==> src/rtl/alu_packet_engine.sv <==
// alu_packet_engine: parses framed byte packets from a UART-style stream and either
// echoes the payload, folds it into an ADD/MUL accumulator whose result is sent back
// LSB first, or drops it. A single output register feeds the outbound byte stream.
module alu_packet_engine #(
    parameter int unsigned WIDTH_P  = 32,
    parameter bit          MUL_EN_P = 1'b1
) (
    input  logic       clk_i,
    input  logic       rst_i,
    input  logic [7:0] in_data_i,
    input  logic       in_valid_i,
    output logic       in_ready_o,
    output logic [7:0] out_data_o,
    output logic       out_valid_o,
    input  logic       out_ready_i,
    output logic       busy_o,
    output logic       err_o
);

    localparam int unsigned NB      = WIDTH_P / 8;
    localparam logic [2:0]  LastIdx = 3'(NB - 1);
    localparam logic [3:0]  NbCnt   = 4'(NB);
    localparam logic [7:0]  OpEcho  = 8'hEC;
    localparam logic [7:0]  OpAdd   = 8'hAD;
    localparam logic [7:0]  OpMul   = 8'h88;

    typedef enum logic [2:0] {StHdr, StEcho, StAcc, StDrop, StEmit} state_e;

    state_e               state_q, state_d;
    logic [1:0]           hdr_cnt_q, hdr_cnt_d;
    logic [7:0]           op_q, op_d;
    logic [7:0]           len_lo_q, len_lo_d;
    logic [15:0]          cnt_q, cnt_d;
    logic [2:0]           byte_idx_q, byte_idx_d;
    logic [WIDTH_P-1:0]   opnd_q, opnd_d;
    logic [WIDTH_P-1:0]   acc_q, acc_d;
    logic                 is_mul_q, is_mul_d;
    logic                 misalign_q, misalign_d;
    logic [3:0]           emit_cnt_q, emit_cnt_d;
    logic [7:0]           out_data_q, out_data_d;
    logic                 out_valid_q, out_valid_d;
    logic                 err_q, err_d;

    logic                 accept;
    logic [15:0]          len_full;
    logic [15:0]          payload_len;
    logic [WIDTH_P-1:0]   full_opnd;
    logic                 op_acc;
    logic                 op_known;

    assign accept      = in_valid_i && in_ready_o;
    assign len_full    = {in_data_i, len_lo_q};
    assign payload_len = len_full - 16'd4;
    // Operand with the current byte merged in at its little-endian position.
    assign full_opnd   = opnd_q | (WIDTH_P'(in_data_i) << {byte_idx_q, 3'b000});
    assign op_acc      = (op_q == OpAdd) || (MUL_EN_P && (op_q == OpMul));
    assign op_known    = op_acc || (op_q == OpEcho);

    assign out_data_o  = out_data_q;
    assign out_valid_o = out_valid_q;
    assign err_o       = err_q;
    assign busy_o      = !((state_q == StHdr) && (hdr_cnt_q == 2'd0) && !out_valid_q);

    // Input handshake: echo is throttled by the output register, emit accepts nothing.
    always_comb begin
        in_ready_o = 1'b1;
        unique case (state_q)
            StEcho:  in_ready_o = !out_valid_q || out_ready_i;
            StEmit:  in_ready_o = 1'b0;
            default: in_ready_o = 1'b1;
        endcase
    end

    // Next-state logic for the packet parser, accumulator and output register.
    always_comb begin
        state_d     = state_q;
        hdr_cnt_d   = hdr_cnt_q;
        op_d        = op_q;
        len_lo_d    = len_lo_q;
        cnt_d       = cnt_q;
        byte_idx_d  = byte_idx_q;
        opnd_d      = opnd_q;
        acc_d       = acc_q;
        is_mul_d    = is_mul_q;
        misalign_d  = misalign_q;
        emit_cnt_d  = emit_cnt_q;
        out_data_d  = out_data_q;
        out_valid_d = out_valid_q;
        err_d       = 1'b0;

        // A byte left over from an echo drains in any state that does not reload it.
        if (out_valid_q && out_ready_i) begin
            out_valid_d = 1'b0;
        end

        unique case (state_q)
            StHdr: begin
                if (accept) begin
                    unique case (hdr_cnt_q)
                        2'd0: begin
                            op_d      = in_data_i;
                            hdr_cnt_d = 2'd1;
                        end
                        2'd1: hdr_cnt_d = 2'd2;
                        2'd2: begin
                            len_lo_d  = in_data_i;
                            hdr_cnt_d = 2'd3;
                        end
                        default: begin
                            hdr_cnt_d = 2'd0;
                            cnt_d     = payload_len;
                            if (len_full <= 16'd4) begin
                                err_d = (len_full < 16'd4) || !op_known;
                            end else if (op_q == OpEcho) begin
                                state_d = StEcho;
                            end else if (op_acc) begin
                                state_d    = StAcc;
                                is_mul_d   = (op_q == OpMul);
                                acc_d      = (op_q == OpMul) ? WIDTH_P'(1) : '0;
                                opnd_d     = '0;
                                byte_idx_d = 3'd0;
                                misalign_d = (payload_len & 16'(NB - 1)) != 16'd0;
                            end else begin
                                state_d = StDrop;
                            end
                        end
                    endcase
                end
            end
            StEcho: begin
                if (accept) begin
                    out_data_d  = in_data_i;
                    out_valid_d = 1'b1;
                    cnt_d       = cnt_q - 16'd1;
                    if (cnt_q == 16'd1) begin
                        state_d = StHdr;
                    end
                end
            end
            StAcc: begin
                if (accept) begin
                    cnt_d = cnt_q - 16'd1;
                    if (byte_idx_q == LastIdx) begin
                        acc_d      = is_mul_q ? acc_q * full_opnd : acc_q + full_opnd;
                        opnd_d     = '0;
                        byte_idx_d = 3'd0;
                    end else begin
                        opnd_d     = full_opnd;
                        byte_idx_d = byte_idx_q + 3'd1;
                    end
                    if (cnt_q == 16'd1) begin
                        if (misalign_q) begin
                            err_d   = 1'b1;
                            state_d = StHdr;
                        end else begin
                            state_d    = StEmit;
                            emit_cnt_d = 4'd0;
                        end
                    end
                end
            end
            StDrop: begin
                if (accept) begin
                    cnt_d = cnt_q - 16'd1;
                    if (cnt_q == 16'd1) begin
                        err_d   = 1'b1;
                        state_d = StHdr;
                    end
                end
            end
            StEmit: begin
                // The accumulator is shifted out through the output register, LSB first.
                if (out_valid_q && out_ready_i && (emit_cnt_q == NbCnt)) begin
                    out_valid_d = 1'b0;
                    state_d     = StHdr;
                end else if ((!out_valid_q || out_ready_i) && (emit_cnt_q != NbCnt)) begin
                    out_data_d  = acc_q[7:0];
                    out_valid_d = 1'b1;
                    acc_d       = acc_q >> 8;
                    emit_cnt_d  = emit_cnt_q + 4'd1;
                end
            end
            default: state_d = StHdr;
        endcase
    end

    // State registers with synchronous reset taking priority over everything.
    always_ff @(posedge clk_i) begin
        if (rst_i) begin
            state_q     <= StHdr;
            hdr_cnt_q   <= 2'd0;
            op_q        <= 8'd0;
            len_lo_q    <= 8'd0;
            cnt_q       <= 16'd0;
            byte_idx_q  <= 3'd0;
            opnd_q      <= '0;
            acc_q       <= '0;
            is_mul_q    <= 1'b0;
            misalign_q  <= 1'b0;
            emit_cnt_q  <= 4'd0;
            out_data_q  <= 8'd0;
            out_valid_q <= 1'b0;
            err_q       <= 1'b0;
        end else begin
            state_q     <= state_d;
            hdr_cnt_q   <= hdr_cnt_d;
            op_q        <= op_d;
            len_lo_q    <= len_lo_d;
            cnt_q       <= cnt_d;
            byte_idx_q  <= byte_idx_d;
            opnd_q      <= opnd_d;
            acc_q       <= acc_d;
            is_mul_q    <= is_mul_d;
            misalign_q  <= misalign_d;
            emit_cnt_q  <= emit_cnt_d;
            out_data_q  <= out_data_d;
            out_valid_q <= out_valid_d;
            err_q       <= err_d;
        end
    end

endmodule
==> config.mk <==
export PLATFORM = sky130hd
export DESIGN_NAME = alu_packet_engine
export DESIGN_NICKNAME = d
export VERILOG_FILES = /design/src/rtl/alu_packet_engine.sv
export SDC_FILE = /design/constraint.sdc
export NUM_CORES = 2
export LEC_CHECK = 0
export BUFFER_PORTS_ARGS = -buffer_cell sky130_fd_sc_hd__buf_4
export CAP_MARGIN = 10
export CORE_MARGIN = 5
export CORE_UTILIZATION = 45
export CTS_CLUSTER_SIZE = 8
export DETAILED_ROUTE_END_ITERATION = 8
export PLACE_DENSITY = 0.62
export SLEW_MARGIN = 10
export SYNTH_ARGS = -nofsm -noshare
export SYNTH_HDL_FRONTEND = slang
export SYNTH_SLANG_ARGS = --single-unit
export TNS_END_PERCENT = 1
==> constraint.sdc <==
create_clock -name clk_i -period 8.8 [get_ports clk_i]
set_input_delay 0 -clock clk_i [delete_from_list [all_inputs] [get_ports clk_i]]
set_output_delay 0 -clock clk_i [all_outputs]
set_load 0.01 [all_outputs]
# --- After elaboration in Yosys (flattened, before gate mapping) ---
# Cells that the tools add are included.
op_classes:
  addsub: 5
  multipliers: 1
  order_cmp: 2
  eq_ne: 29
  n_shift: 1
  n_mux: 70
  bitwise_logic: 4
  reduce_logical: 34
ops:
  columns: ["cell", "count"]
  rows:
  - ["$mux W32", 17]
  - ["$pmux W32 S3", 1]
  - ["$pmux W32 S2", 1]
  - ["$mux W16", 3]
  - ["$mux W3", 16]
  - ["$add A32 B32 Y32", 1]
  - ["$mul A32 B32 Y32", 1]
  - ["$or A32 B32 Y32", 1]
  - ["$pmux W16 S2", 1]
  - ["$shl A8 B6 Y32", 1]
  - ["$ne A2 B2 Y1 const B", 13]
  - ["$eq A8 B8 Y1 const B", 3]
  - ["$mux W8", 3]
  - ["$mux W4", 5]
  - ["$eq A16 B1 Y1 const B", 1]
  - ["$le A16 B3 Y1 const B", 1]
  - ["$lt A16 B3 Y1 const B", 1]
  - ["$pmux W8 S2", 1]
  - ["$reduce_bool A16 Y1", 1]
  - ["$sub A16 B1 Y16 const B", 1]
  - ["$sub A16 B3 Y16 const B", 1]
  - ["$mux W1", 14]
  - ["$pmux W3 S4", 1]
  - ["$reduce_and A6 Y1", 2]
  - ["32 further kinds", 55]
totals:
  regBits: 120
  in_bits: 12
  output_inout_bits: 12
  elab_cells: 160

# --- Depth between registers and ports, before layout ---
depth:
  depth_word: 9
  ltp_mapped: 32
  depth_no_buf: 29

# --- Worst setup path after synthesis ---
# OpenSTA, ideal clock, no wires.
synth_timing:
  path_kind: "register -> register"
  startpoint: "register byte_idx_q[0]"
  endpoint: "register acc_q[31]"
  setup_ns: 0.121
  t_arrival_ns: 7.262
  required_ns: 8.679
  setup_slack_ns: 1.417
  path_stages_with_launch: 28
  path_buffers: 3
  synth_period_minus_slack_ns: 7.383
  cell_sequence: "dfxtp_1 > buf_6 > nor3b_4 > a21oi_1 > inv_1 > clkbuf_1 > clkbuf_1 > nand2_1 > fa_1 > inv_1 > fa_1 > fa_1 > inv_1 > fa_1 > fa_1 > fa_1 > fa_1 > fa_1 > xnor2_1 > xnor2_1 > xnor2_1 > xnor2_1 > xnor2_1 > xnor3_2 > xnor3_1 > xnor2_1 > mux2i_1 > o21ai_1"
synth_between:
  elab_chain_cells: 7
  elab_cells_between_ends: 11
synth_lines:
  columns: ["element", "line", "text"]
  rows:
  - ["start, declared", "34", "logic [2:0] byte_idx_q, byte_idx_d;"]
  - ["start signal, assigned", "210", "byte_idx_q <= byte_idx_d;"]
  - ["$shl A8 B6 Y32", "55", "assign full_opnd = opnd_q | (WIDTH_P'(in_data_i) << {byte_idx_q, 3'b000});"]
  - ["$or A32 B32 Y32", "55", null]
  - ["$mul A32 B32 Y32 / $add A32 B32 Y32 (equally long branches)", "144", "acc_d = is_mul_q ? acc_q * full_opnd : acc_q + full_opnd;"]
  - ["$mux W32", "144", null]
  - ["$mux W32", "143", "if (byte_idx_q == LastIdx) begin"]
  - ["$mux W32", "141", "if (accept) begin"]
  - ["$pmux W32 S3", "96", "unique case (state_q)"]
  - ["end signal, assigned", "197", "acc_q <= '0;"]
  - ["end signal, assigned", "212", "acc_q <= acc_d;"]
  - ["end, declared", "36", "logic [WIDTH_P-1:0] acc_q, acc_d;"]
# Parallel ways exist; a longest one is shown, timed or not. The select of a mux whose other input is x is not followed.
# A chain may end at the register's enable or synchronous reset.

# --- Final worst setup path ---
layout_timing:
  startpoint: "register byte_idx_q[2]"
  endpoint: "register acc_q[31]"
# Same word-level chain as after synthesis.

==> run metrics <==
Reg2Reg Depth 27; Cells on Worst Hold Path 4; critical path fanouts, max 14; CP required 9.10 ns; CP bufs+invs 5; Hold Path Sink err_o; Most Frequent Cell on Critical Path fa_1; Critical Path Max Stage Delay around 0.59 ns; diode count 0; Layout Nets around 3300; Antenna Nets Post-Route 0; status finished clean; hpwl dp about 55000 µm; area of the multi-input gates approximately 19000 µm²; fin crit share 95.60%; WL/cell between 20 and 25 µm; CTS sink cnt 120; vias per cell 5.651; Pwr Density 215.5 nW/µm²; worst slew pin tran ~1.2 ns; share of layout cells above drive strength 1 5.596%; H-tree depth 4; worst-skew pair later-pin latency approximately 0.43 ns; Tmin final 8.413 ns; Syn Nets 3337; nature of the critical path endpoint flip-flop; Die Span X about 240 µm; Post-synth ARST share 0%; IO Pins 24; Reg clk slew, reported paths about 0.06 ns; critical path's slowest cell fa_1; Max VDD drop about 0.00015 V; Final Hold Fails 0; R2R Setup Slk approximately 0.39 ns; max_slew headroom between 20 and 25%; Hold Crit Start in_valid_i; overall routing resource usage roughly 26%; Initial DRC Count between 1500 and 2000; HP Class in2reg; count of different cell masters after synthesis just over 80; Seq/Total Area, Yosys ~10%; Overflow after GRT 0; Startpoint Class flip-flop; Clock Root Buffer clkbuf_16; Die Y between 200 and 250 µm; row count 83; reg-to-reg critical path endpoint acc_q[31]; CTS buffer count 17; r2r startpoint byte_idx_q[2]; Most used DFF post-synth dfxtp_1; register area around 2400 µm²; routed wire length between 70000 and 80000 µm; max frequency ~120 MHz; setup tns final 0 ns; first-pass GRT wire length approximately 110000 µm; vias in the first global route 19840; MaxCap Viol Count 0; vias 19190; clk_skew between 0.015 and 0.02 ns; Arrival @ worst endpoint 8.71 ns; IO buf count 23; die area about 57000 µm²; CTS tree built; Leak 0.01167 µW; Clock Path Buffers 2; core area slightly above 50000 µm²; Synth Cell Area around 23000 µm²; CP delay by family, top adder cells; initial antenna violation count 3; Initial DRT Pass Iterations 7; final setup violation count 0; #FFs+latches synth between 100 and 150; fill count around 5000; GPL Wtd Cong 1.011; Synth Instances between 2000 and 3000; final number of max-transition violations 0; Avg Cell Area, Syn ~8.5 µm²; largest net degree at the start of global routing 66; area grow syn2layout 6.595%; unrepaired setup endpoints after global routing no; share of the core filled with cells roughly half; Initial Util around 45%; Synth warnings 0; number of synthesized flops with an enable pin 0; critical path class reg2reg; Remaining DRCs 0
layout by cell type (no fill, tap or decap), drive strengths merged, types with 9 or more instances in the layout:
cell type    Yosys  final
inv            427    428
fa             409    409
nand2          314    314
and2           290    290
ha             164    164
a21oi          160    160
nor2           150    150
dfxtp          120    120
o21ai           95     95
xnor2           85     85
buf             25     83
nor3            56     56
a21o            34     34
nand3           33     33
xor2            28     28
a221oi          19     19
clkbuf         135     17
a211oi          17     17
and3            14     14
nor3b           14     14
nor2b           12     12
nand2b          12     12
a311oi          11     11
dlygate4sd3      0     11
or3              9      9
state kept, by name, summed over array words and instances (netlist names):
| name | flops |
|---|---|
| acc_q | 32 |
| byte_idx_q | 3 |
| cnt_q | 16 |
| emit_cnt_q | 4 |
| err_o | 1 |
| hdr_cnt_q | 2 |
| is_mul_q | 1 |
| len_lo_q | 8 |
| misalign_q | 1 |
| op_q | 8 |
| opnd_q | 32 |
| out_data_o | 8 |
| out_valid_o | 1 |
| state_q | 3 |
worst register-to-register path, delay by kind of cell, from the launching register on:
kind                     cells  cell delay [ns]
buffers and inverters        5             1.02
adder cells (fa/ha/maj)      9             4.31
multiplexers                 1             0.15
AND/OR/NAND/NOR              3             0.73
flip-flops                   1             0.46
XOR/XNOR                     1             0.13
AO/OA/AOI/OAI                8             1.48
worst max-delay path by stage:
stage                              from         to  slack [ns]  cells after the start
after detailed placement  byte_idx_q[0]  acc_q[27]        0.33                     26
after floorplan           byte_idx_q[0]  acc_q[31]        1.42                     27
final                     byte_idx_q[2]  acc_q[31]        0.39                     27
after global routing      byte_idx_q[2]  acc_q[31]       0.005                     23
after global placement    byte_idx_q[0]  acc_q[27]        0.54                     26
after CTS                 byte_idx_q[0]  acc_q[27]        0.29                     26
metal layers:
metal,GRT usage (%),vias up,share of wire [%]
met5,0,-,0.039
met4,9.253,6,4.2
met3,6.311,168,9.8
met2,39.57,837,44
met1,35.97,9613,42
li1,-,8567,-
stage by stage:
| stage | total power, µW | instance area (µm²) | hold slack [ns] | setup slack (ns) | std cells |
|---|---|---|---|---|---|
| final | 5366 | 24900 | 0.1777 | 0.3872 | 3396 |
| after global routing | 5854 | 24900 | 0.2040 | 0.005136 | 3396 |
| after CTS | 5354 | 24880 | 0.1513 | 0.2871 | 3396 |
| after detailed placement | 4586 | 24170 | 0.3744 | 0.3306 | 3354 |
| after global placement | 4523 | 24170 | 0.3662 | 0.5375 | 3354 |
| after floorplan | 3436 | 23360 | 0.2546 | 1.417 | 2752 |
kinds of logic after synthesis:
| group | share of synthesized area [%] |
|---|---|
| and+or+nand+nor | 20.18 |
| buffers and inverters | 9.873 |
| adders and majority gates | 43.84 |
| AOI/OAI and AO/OA | 10.76 |
| DFF | 10.29 |
| xor gates and xnor gates | 4.757 |
| muxes | 0.3000 |
Yosys cell counts, types with 14 or more instances:
library cell,instances,area (µm²)
inv_1,423,1588
fa_1,409,8188
nand2_1,313,1175
and2_1,289,1808
ha_1,164,2052
a21oi_1,156,780.8
nor2_1,149,559.3
clkbuf_1,134,503.0
dfxtp_1,120,2402
o21ai_0,90,450.4
xnor2_1,84,735.7
nor3_1,54,270.3
a21o_1,34,255.2
nand3_1,33,165.2
xor2_1,28,245.2
a221oi_1,19,166.4
a211oi_1,17,127.6
buf_2,15,75.07
and3_1,14,87.58
layout make-up:
class,instances,area share (%)
multi-input combinational,2043,75.02
sequential,120,9.679
inverter,428,6.483
tap,680,3.417
timing repair buffer,94,2.995
clock buffer,17,1.709
clock inverter,14,0.6935
where the power goes:
part	switching, µW	internal, µW
Sequential	291	630
Clock	280	446
Combinational	2280	1440
Total	2850	2510
repair_timing:
item / in CTS / in global routing
endpoints found under the hold margin: 32 / 0
hold buffers: 11 / 0
setup buffers: 0 / 0
resized for setup: 0 / 3
setup endpoints to repair: 0 / 8
(Power assumes the default switching activity.)
